==> config.mk <==
export PLATFORM = sky130hd
export DESIGN_NAME = writeback_arbiter
export DESIGN_NICKNAME = d
export VERILOG_FILES = /design/src/rtl/writeback_arbiter.sv
export SDC_FILE = /design/constraint.sdc
export NUM_CORES = 1
export LEC_CHECK = 0
export ABC_AREA = 1
export BUFFER_PORTS_ARGS = -buffer_cell sky130_fd_sc_hd__buf_2
export CAP_MARGIN = 15
export CORE_MARGIN = 10
export CORE_UTILIZATION = 45
export CTS_BUF_LIST = sky130_fd_sc_hd__clkbuf_16
export CTS_CLUSTER_SIZE = 12
export DETAILED_ROUTE_END_ITERATION = 12
export PLACE_DENSITY = 0.69
export SYNTH_ARGS = -nofsm -noshare
export SYNTH_HDL_FRONTEND = slang
export SYNTH_SLANG_ARGS = --single-unit
==> constraint.sdc <==
create_clock -name clk -period 4.7 [get_ports clk]
set_input_delay 0.705 -clock clk [delete_from_list [all_inputs] [get_ports clk]]
set_output_delay 0.705 -clock clk [all_outputs]
set_load 0.05 [all_outputs]
==> src/rtl/writeback_arbiter.sv <==
// Queues MEM/MUL/ALU results and arbitrates them onto the single register file write port.
// Accept-to-write latency is 2 cycles; a source's ready drops only when its own queue is full.
module writeback_arbiter #(
    parameter int WORD_SIZE    = 32,
    parameter int NUM_REGS     = 32,
    parameter int INDEX_WIDTH  = $clog2(NUM_REGS),
    parameter int QUEUE_DEPTH  = 2,
    parameter int STARVE_LIMIT = 4
) (
    input  logic                   clk,
    input  logic                   reset,
    input  logic                   mem_valid,
    output logic                   mem_ready,
    input  logic [INDEX_WIDTH-1:0] mem_idx,
    input  logic [WORD_SIZE-1:0]   mem_data,
    input  logic                   mul_valid,
    output logic                   mul_ready,
    input  logic [INDEX_WIDTH-1:0] mul_idx,
    input  logic [WORD_SIZE-1:0]   mul_data,
    input  logic                   alu_valid,
    output logic                   alu_ready,
    input  logic [INDEX_WIDTH-1:0] alu_idx,
    input  logic [WORD_SIZE-1:0]   alu_data,
    output logic                   rf_write_enable,
    output logic [INDEX_WIDTH-1:0] rf_write_idx,
    output logic [WORD_SIZE-1:0]   rf_write_data,
    output logic [NUM_REGS-1:0]    pending_mask,
    output logic                   busy
);
    localparam int NSRC  = 3;
    localparam int PTR_W = $clog2(QUEUE_DEPTH);
    localparam int CNT_W = PTR_W + 1;
    localparam int STV_W = $clog2(STARVE_LIMIT + 1);

    // Source index 0 is MEM, 1 is MUL, 2 is ALU; lower index wins ties.
    logic [NSRC-1:0]        in_vld;
    logic [INDEX_WIDTH-1:0] in_idx [NSRC];
    logic [WORD_SIZE-1:0]   in_dat [NSRC];

    logic [INDEX_WIDTH-1:0] ent_idx_q [NSRC][QUEUE_DEPTH];
    logic [INDEX_WIDTH-1:0] ent_idx_d [NSRC][QUEUE_DEPTH];
    logic [WORD_SIZE-1:0]   ent_dat_q [NSRC][QUEUE_DEPTH];
    logic [WORD_SIZE-1:0]   ent_dat_d [NSRC][QUEUE_DEPTH];
    logic [PTR_W-1:0]       wr_ptr_q [NSRC];
    logic [PTR_W-1:0]       wr_ptr_d [NSRC];
    logic [PTR_W-1:0]       rd_ptr_q [NSRC];
    logic [PTR_W-1:0]       rd_ptr_d [NSRC];
    logic [CNT_W-1:0]       cnt_q [NSRC];
    logic [CNT_W-1:0]       cnt_d [NSRC];
    logic [STV_W-1:0]       starve_q [NSRC];
    logic [STV_W-1:0]       starve_d [NSRC];
    logic                   rf_en_q, rf_en_d;
    logic [INDEX_WIDTH-1:0] rf_idx_q, rf_idx_d;
    logic [WORD_SIZE-1:0]   rf_dat_q, rf_dat_d;

    logic [NSRC-1:0]        rdy;
    logic [NSRC-1:0]        push;
    logic [NSRC-1:0]        pop;
    logic                   sel_vld;
    logic [1:0]             sel_src;
    logic [NUM_REGS-1:0]    pend;

    assign in_vld    = {alu_valid, mul_valid, mem_valid};
    assign in_idx[0] = mem_idx;
    assign in_idx[1] = mul_idx;
    assign in_idx[2] = alu_idx;
    assign in_dat[0] = mem_data;
    assign in_dat[1] = mul_data;
    assign in_dat[2] = alu_data;

    always_ff @(posedge clk) begin
        ent_idx_q <= ent_idx_d;
        ent_dat_q <= ent_dat_d;
        wr_ptr_q  <= wr_ptr_d;
        rd_ptr_q  <= rd_ptr_d;
        cnt_q     <= cnt_d;
        starve_q  <= starve_d;
        rf_en_q   <= rf_en_d;
        rf_idx_q  <= rf_idx_d;
        rf_dat_q  <= rf_dat_d;
    end

    always_comb begin
        ent_idx_d = ent_idx_q;
        ent_dat_d = ent_dat_q;
        wr_ptr_d  = wr_ptr_q;
        rd_ptr_d  = rd_ptr_q;
        cnt_d     = cnt_q;
        starve_d  = starve_q;
        rf_en_d   = 1'b0;
        rf_idx_d  = rf_idx_q;
        rf_dat_d  = rf_dat_q;
        sel_vld   = 1'b0;
        sel_src   = 2'd0;
        rdy       = '0;
        push      = '0;
        pop       = '0;

        // Ready is state-only: a same-cycle pop never frees a slot for this cycle's accept.
        for (int s = 0; s < NSRC; s++)
            rdy[s] = !reset && (cnt_q[s] != CNT_W'(QUEUE_DEPTH));

        for (int s = 0; s < NSRC; s++)
            if (!sel_vld && cnt_q[s] != '0 && starve_q[s] >= STV_W'(STARVE_LIMIT)) begin
                sel_vld = 1'b1;
                sel_src = 2'(s);
            end
        for (int s = 0; s < NSRC; s++)
            if (!sel_vld && cnt_q[s] != '0) begin
                sel_vld = 1'b1;
                sel_src = 2'(s);
            end

        for (int s = 0; s < NSRC; s++) begin
            push[s] = in_vld[s] && rdy[s] && (in_idx[s] != '0);
            pop[s]  = sel_vld && (sel_src == 2'(s));
            if (push[s]) begin
                ent_idx_d[s][wr_ptr_q[s]] = in_idx[s];
                ent_dat_d[s][wr_ptr_q[s]] = in_dat[s];
                wr_ptr_d[s] = wr_ptr_q[s] + PTR_W'(1);
            end
            if (pop[s])
                rd_ptr_d[s] = rd_ptr_q[s] + PTR_W'(1);
            cnt_d[s] = cnt_q[s] + CNT_W'(push[s]) - CNT_W'(pop[s]);
            if (cnt_q[s] == '0 || pop[s])
                starve_d[s] = '0;
            else if (starve_q[s] < STV_W'(STARVE_LIMIT))
                starve_d[s] = starve_q[s] + STV_W'(1);
        end

        if (sel_vld) begin
            rf_en_d  = 1'b1;
            rf_idx_d = ent_idx_q[sel_src][rd_ptr_q[sel_src]];
            rf_dat_d = ent_dat_q[sel_src][rd_ptr_q[sel_src]];
        end

        if (reset) begin
            for (int s = 0; s < NSRC; s++) begin
                for (int e = 0; e < QUEUE_DEPTH; e++) begin
                    ent_idx_d[s][e] = '0;
                    ent_dat_d[s][e] = '0;
                end
                wr_ptr_d[s] = '0;
                rd_ptr_d[s] = '0;
                cnt_d[s]    = '0;
                starve_d[s] = '0;
            end
            rf_en_d  = 1'b0;
            rf_idx_d = '0;
            rf_dat_d = '0;
        end
    end

    // Only the cnt_q oldest slots starting at the read pointer hold live entries.
    always_comb begin
        pend = '0;
        for (int s = 0; s < NSRC; s++)
            for (int k = 0; k < QUEUE_DEPTH; k++)
                if (k < int'(cnt_q[s]))
                    pend[ent_idx_q[s][rd_ptr_q[s] + PTR_W'(k)]] = 1'b1;
        if (rf_en_q)
            pend[rf_idx_q] = 1'b1;
        pend[0] = 1'b0;
    end

    assign mem_ready       = rdy[0];
    assign mul_ready       = rdy[1];
    assign alu_ready       = rdy[2];
    assign rf_write_enable = rf_en_q;
    assign rf_write_idx    = rf_idx_q;
    assign rf_write_data   = rf_dat_q;
    assign pending_mask    = pend;
    assign busy            = rf_en_q || (cnt_q[0] != '0) || (cnt_q[1] != '0) || (cnt_q[2] != '0);

endmodule

* Yosys cells after proc, flatten, opt, wreduce, memory -nomap -nowiden *
Index checks and enable logic that the tools add are counted.

storage, ports and cells
  ROM bits = 0
  logic and storage cells = 243
  flip-flop bits (word level) = 281
  memory bits (writable) = 0
  bits of input ports = 116
  memories kept = 0
  bits in latches = 0

operators by class
  divide/modulo/power cells = 0
  multiply operators = 0
  reductions and logical operators = 55
  shift-type cells = 0
  equal/unequal tests = 5
  $lt $le $gt $ge = 40
  add/subtract/negate cells = 15
  multiplexer cells = 84
  bitwise logic cells = 17

operators with widths
  kind                   count
  $mux W32               13
  $bwmux W64             3
  $or A32 B32 Y32        6
  $bmux W64 S2           1
  $mux W64               2
  $mux W5                24
  $demux W32 S1          3
  $lt A5 B6 Y1 const B   7
  $demux W1 S5           7
  $ge A5 B1 Y1 const B   7
  $bwmux W10             3
  $logic_and A1 B1 Y1    30
  $bmux W10 S2           1
  $ge A2 B2 Y1 const B   10
  $mux W10               2
  $not A1 Y2             10
  $mux W1                17
  $demux W5 S1           3
  $reduce_bool A5 Y1     3
  $ge A3 B3 Y1 const B   4
  $lt A1 B2 Y1 const A   6
  $add A3 B1 Y3 const B  3
  $lt A3 B3 Y1 const B   3
  $logic_not A2 Y1       4
  other kinds (14)       44

* Depth between registers and ports, before layout *
  word-level depth = 28
  gate-level depth with buffers = 17
  depth with buffers taken out = 15

* Worst setup path before layout *
No wires, ideal clock.

  kind = input to register
  from = input port reset
  to = register cnt_q[5] (netlist name)
  data arrival time = 2.801 ns
  path buffers = 1
  library setup time = 0.120 ns
  required time = 4.580 ns
  stages on the path = 10
  path slack = 1.779 ns
  cells stage by stage = buf_2 > a21oi_1 > and2_1 > nand2_1 > ha_1 > inv_1 > ha_1 > xor2_1 > o21ai_0 > a21oi_1

on the way
  longest elaborated chain between the ends = 6

RTL lines
  what                               RTL line  text
  from (decl)                        11        input logic reset,
  $logic_not A1 Y1                   101       rdy[s] = !reset && (cnt_q[s] != CNT_W'(QUEUE_DEPTH));
  $logic_and A1 B1 Y1                101
  net mem_ready                      13        output logic mem_ready,
  $logic_and A1 B1 Y1 (2 in series)  115       push[s] = in_vld[s] && rdy[s] && (in_idx[s] != '0);
  $add A2 B1 Y2                      124       cnt_d[s] = cnt_q[s] + CNT_W'(push[s]) - CNT_W'(pop[s]);
  $sub A2 B1 Y2                      124
  to (signal assigned)               76        cnt_q <= cnt_d;
  to (decl)                          48        logic [CNT_W-1:0] cnt_q [NSRC];

The timed path passes the listed nets, and every way through them passes these cells.
A chain may end at the register's enable or synchronous reset.

* Worst setup path in the final report *
  from = register rd_ptr_q[0] (netlist name)
  to = output port pending_mask[28]

on the way
  longest elaborated chain between the ends = 14
  elaborated cells between the ends (all ways) = 25
  classes of those cells = add/sub: 1; order compare: 4; mux: 13; bitwise: 5; reduce/logical: 2

RTL lines
  what                                                                       RTL line  text
  from (decl)                                                                46        logic [PTR_W-1:0] rd_ptr_q [NSRC];
  from (signal assigned)                                                     75        rd_ptr_q <= rd_ptr_d;
  $not A1 Y2 (implied by the code)                                           160       pend[ent_idx_q[s][rd_ptr_q[s] + PTR_W'(k)]] = 1'b1;
  $mux W5 (implied by the code) (3 in series)                                160
  $lt A5 B6 Y1 (implied by the code) / $ge A5 B1 Y1 (equally long branches)  160
  $logic_and A1 B1 Y1 (implied by the code)                                  160
  $mux W1 (implied by the code)                                              160
  $demux W1 S5                                                               160
  $or A32 B32 Y32 (no line)                                                  --
  $mux W32                                                                   159       if (k < int'(cnt_q[s]))
  $or A32 B32 Y32 (no line)                                                  --
  $mux W32 *                                                                 159
  $or A32 B32 Y32 (no line)                                                  --
  $mux W32 *                                                                 161       if (rf_en_q)
  to (decl)                                                                  27        output logic [NUM_REGS-1:0] pending_mask,

Every way passes the cells marked *; elsewhere a longest branch is shown, timed or not. The select of a mux whose other input is x is not followed.

==> flow_metrics.tcl <==
set metrics [dict create \
    outcome "finished, final reports clean" \
    p_leak_nw 7.057 \
    end_kind "output port" \
    ios 190 \
    die_h_um 197.2 \
    synth_cell_types 42 \
    coreArea_um2 30750 \
    cp_max_fo 21 \
    setup-tns-final_ps 0 \
    cp.required_ps 3990 \
    cts_root_buf "clkbuf_16" \
    areaGrowthSynthToFinish_pct 13.69 \
    nFillCells 3195 \
    placedCellCount 2640 \
    yosysTopAreaCellShare_pct 39.83 \
    worstSkewPairLatency_ps 580 \
    holdWs_ps 381.8 \
    portBuffers 188 \
    worstMarginPinSlew_ps 1201 \
    hpwl_um 39670 \
    rsz0062_at_grt "no" \
    routed_via_density 5.620 \
    finalWeightedCongestion 0.9883 \
    synth.net_count 2292 \
    vias 15135 \
    path_clk_slew_ps 60 \
    synthTopCellsByArea "dfxtp_1 (40%), nand2_1 (14%), a21oi_1 (8.6%)" \
    antenna_found_initial 6 \
    seq_area_um2 5625 \
    synth_ff_type "dfxtp_1" \
    overflow 0 \
    drt_pass1_iterations 5 \
    ant_nets 0 \
    crit_type "reg -> out" \
    slowest_delay_ps 740 \
    synth.largest_area_cell "dfxtp_1" \
    grt_pass1_vias 14217 \
    syn_area_um2 14120 \
    finalHoldViolCount 0 \
    design_area_um2 16060 \
    routed_wl_um 56300 \
    ctsHoldBuffers 0 \
    cts_made_buffers 30 \
    ctsHtreeMaxLevel 1 \
    fin_crit_ps 3782 \
    finClkSkew_ps 21.56 \
    grt_pass1_wl_um 85820 \
    drt-initial-drc-count 1550 \
    grt_max_degree 117 \
    synth.avg_cell_area_um2 6.518 \
    drc 0 \
    synth_seq_cells 281 \
    nets 2402 \
    cpMaxStageDelayCell "nor3_2" \
    vdd_drop_max_mv 0.3478 \
    stdcell_count 2693 \
    multi_input_area_um2 7146 \
    period_share_pct 80.47 \
    layout-drive-gt1-share_pct 11.90 \
    die_width_um 197.2 \
    dieArea_um2 38870 \
    worstPathCellList "o21ai_0, nor3_2, nand3_1, o2111ai_1, buf_2" \
    cp-start-kind "flip-flop" \
    placed_cell_area_um2 15130 \
    drv_cap 0 \
    yosysSeqAreaShare_pct 39.83 \
    start_util_pct 45.93 \
    cts_sinks 281 \
    slew_headroom_pct 19.44 \
    async_flop_share_pct 0 \
    critPathArrivalTime_ps 3080 \
    cts_tree "built" \
    synth_edf_count 0 \
    syn_inst 2167 \
    post_cts_buffers 0 \
    setup_viol_count_final 0 \
    globalRouteTotalUtil_pct 27.92 \
    fmax_mhz 264.4 \
    yosys_warnings 0 \
    row_count 64 \
    detail_route.wl_per_cell_um 20.90 \
    finalMaxSlewViolations 0 \
    cts_resized 0 \
    hp-class "in -> reg" \
    cellPowerDensity_nw_per_um2 560.3 \
    cts_buffer_depth 3 \
]
## critical path: cells and delay by family, from the launching register on
family                 cells  cell delay [ps]
and+or+nand+nor            2              980
DFF                        1              720
AOI/OAI and AO/OA          2              500
buffers and inverters      1              300
## cell usage in the layout, fill, tap and decap left out, types with 2 or more instances in the layout
cell type / count
xor2_1: 6
and2_1: 3
nand2_1: 529
nor2_2: 2
nand2_4: 2
nand3_1: 137
nand4_1: 2
clkinv_1: 8
a22oi_1: 9
clkinv_2: 3
nor3_1: 7
buf_4: 16
o22a_1: 2
clkbuf_16: 30
dfxtp_1: 281
nand2_2: 3
nor2_1: 273
o22ai_1: 51
nand3_2: 4
nor4_1: 3
o211ai_1: 6
buf_2: 188
a211oi_1: 4
inv_2: 11
inv_1: 207
o21ai_0: 191
a21oi_1: 244
diode_2: 2
ha_1: 9
o21ai_1: 25
o2111ai_1: 20
## metrics by stage
step	worst slack, ps	power, mW	util (%)
global placement	1393	6.728	49.21
floorplan	1779	5.658	-
detailed placement	1278	6.767	49.21
CTS	952.1	8.931	52.11
finish	917.9	8.996	52.22
global route	716.9	9.478	52.20
## state kept, by name (all words and copies together), names as in the netlist
register and cells:
rf_write_enable 1, ent_dat_q 192, rf_write_idx 5, rf_write_data 32, cnt_q 6, wr_ptr_q 3, starve_q 9, ent_idx_q 30
rd_ptr_q 3
## final cells by class
type | instances | area share, %
antenna | 2 | 0.03117
clock buffer | 30 | 4.675
clock inverter | 20 | 0.8728
inverter | 214 | 5.018
multi-input combinational | 1545 | 44.50
sequential | 281 | 35.03
tap | 396 | 3.086
timing repair buffer | 205 | 6.779
## layer usage
layer | share of wire (%) | vias to the layer above | global-route usage (%)
met5 | 0.099 | - | 0
met4 | 3.9 | 8 | 10.20
met3 | 6.6 | 128 | 3.816
met2 | 46 | 586 | 45.93
met1 | 43 | 7127 | 36.58
li1 | - | 7286 | -
## kinds of logic (layout without fill, tap and decap cells)
family | after synthesis | after routing | share of synthesized area (%)
adder cells (fa/ha/maj) | 9 | 9 | 0.7973
flip-flops | 281 | 281 | 39.83
buffers and inverters | 341 | 469 | 9.816
XOR/XNOR | 6 | 6 | 0.3721
other | 1 | 3 | 0.02655
AND/OR/NAND/NOR | 972 | 972 | 27.86
AO/OA/AOI/OAI | 557 | 557 | 21.30
## cells in the mapped netlist, types with 2 or more instances
cell	number
nand2_1	529
dfxtp_1	281
nor2_1	273
a21oi_1	244
inv_1	201
o21ai_0	191
nand3_1	140
clkbuf_1	72
o22ai_1	51
buf_2	37
o21ai_1	25
o2111ai_1	20
buf_4	12
inv_2	10
a22oi_1	9
ha_1	9
nor3_1	8
o211ai_1	6
xor2_1	6
a211oi_1	4
buf_1	4
and2_1	3
clkinv_1	3
nand2_2	3
nor2_2	3
nor4_1	3
buf_6	2
nand2_4	2
nand4_1	2
o22a_1	2
## power breakdown
part	internal, mW	switching, mW	leakage (nW)
combinational	0.903	2.96	4.31
sequential	2.70	0.253	2.29
clock	1.21	0.979	0.458
total	4.80	4.19	7.06
## path summary, 6_finish.rpt
check | startpoint | endpoint | slack [ps] | depth (start not counted)
hold reg to reg | rf_write_data[25] | rf_write_data[25] | 450 | 2
setup reg to reg | cnt_q[1] | rf_write_data[25] | 1740 | 10
hold / removal | mem_data[6] | ent_dat_q[166] | 380 | 3
setup / recovery | rd_ptr_q[0] | pending_mask[28] | 920 | 5
(Power assumes the default switching activity.)
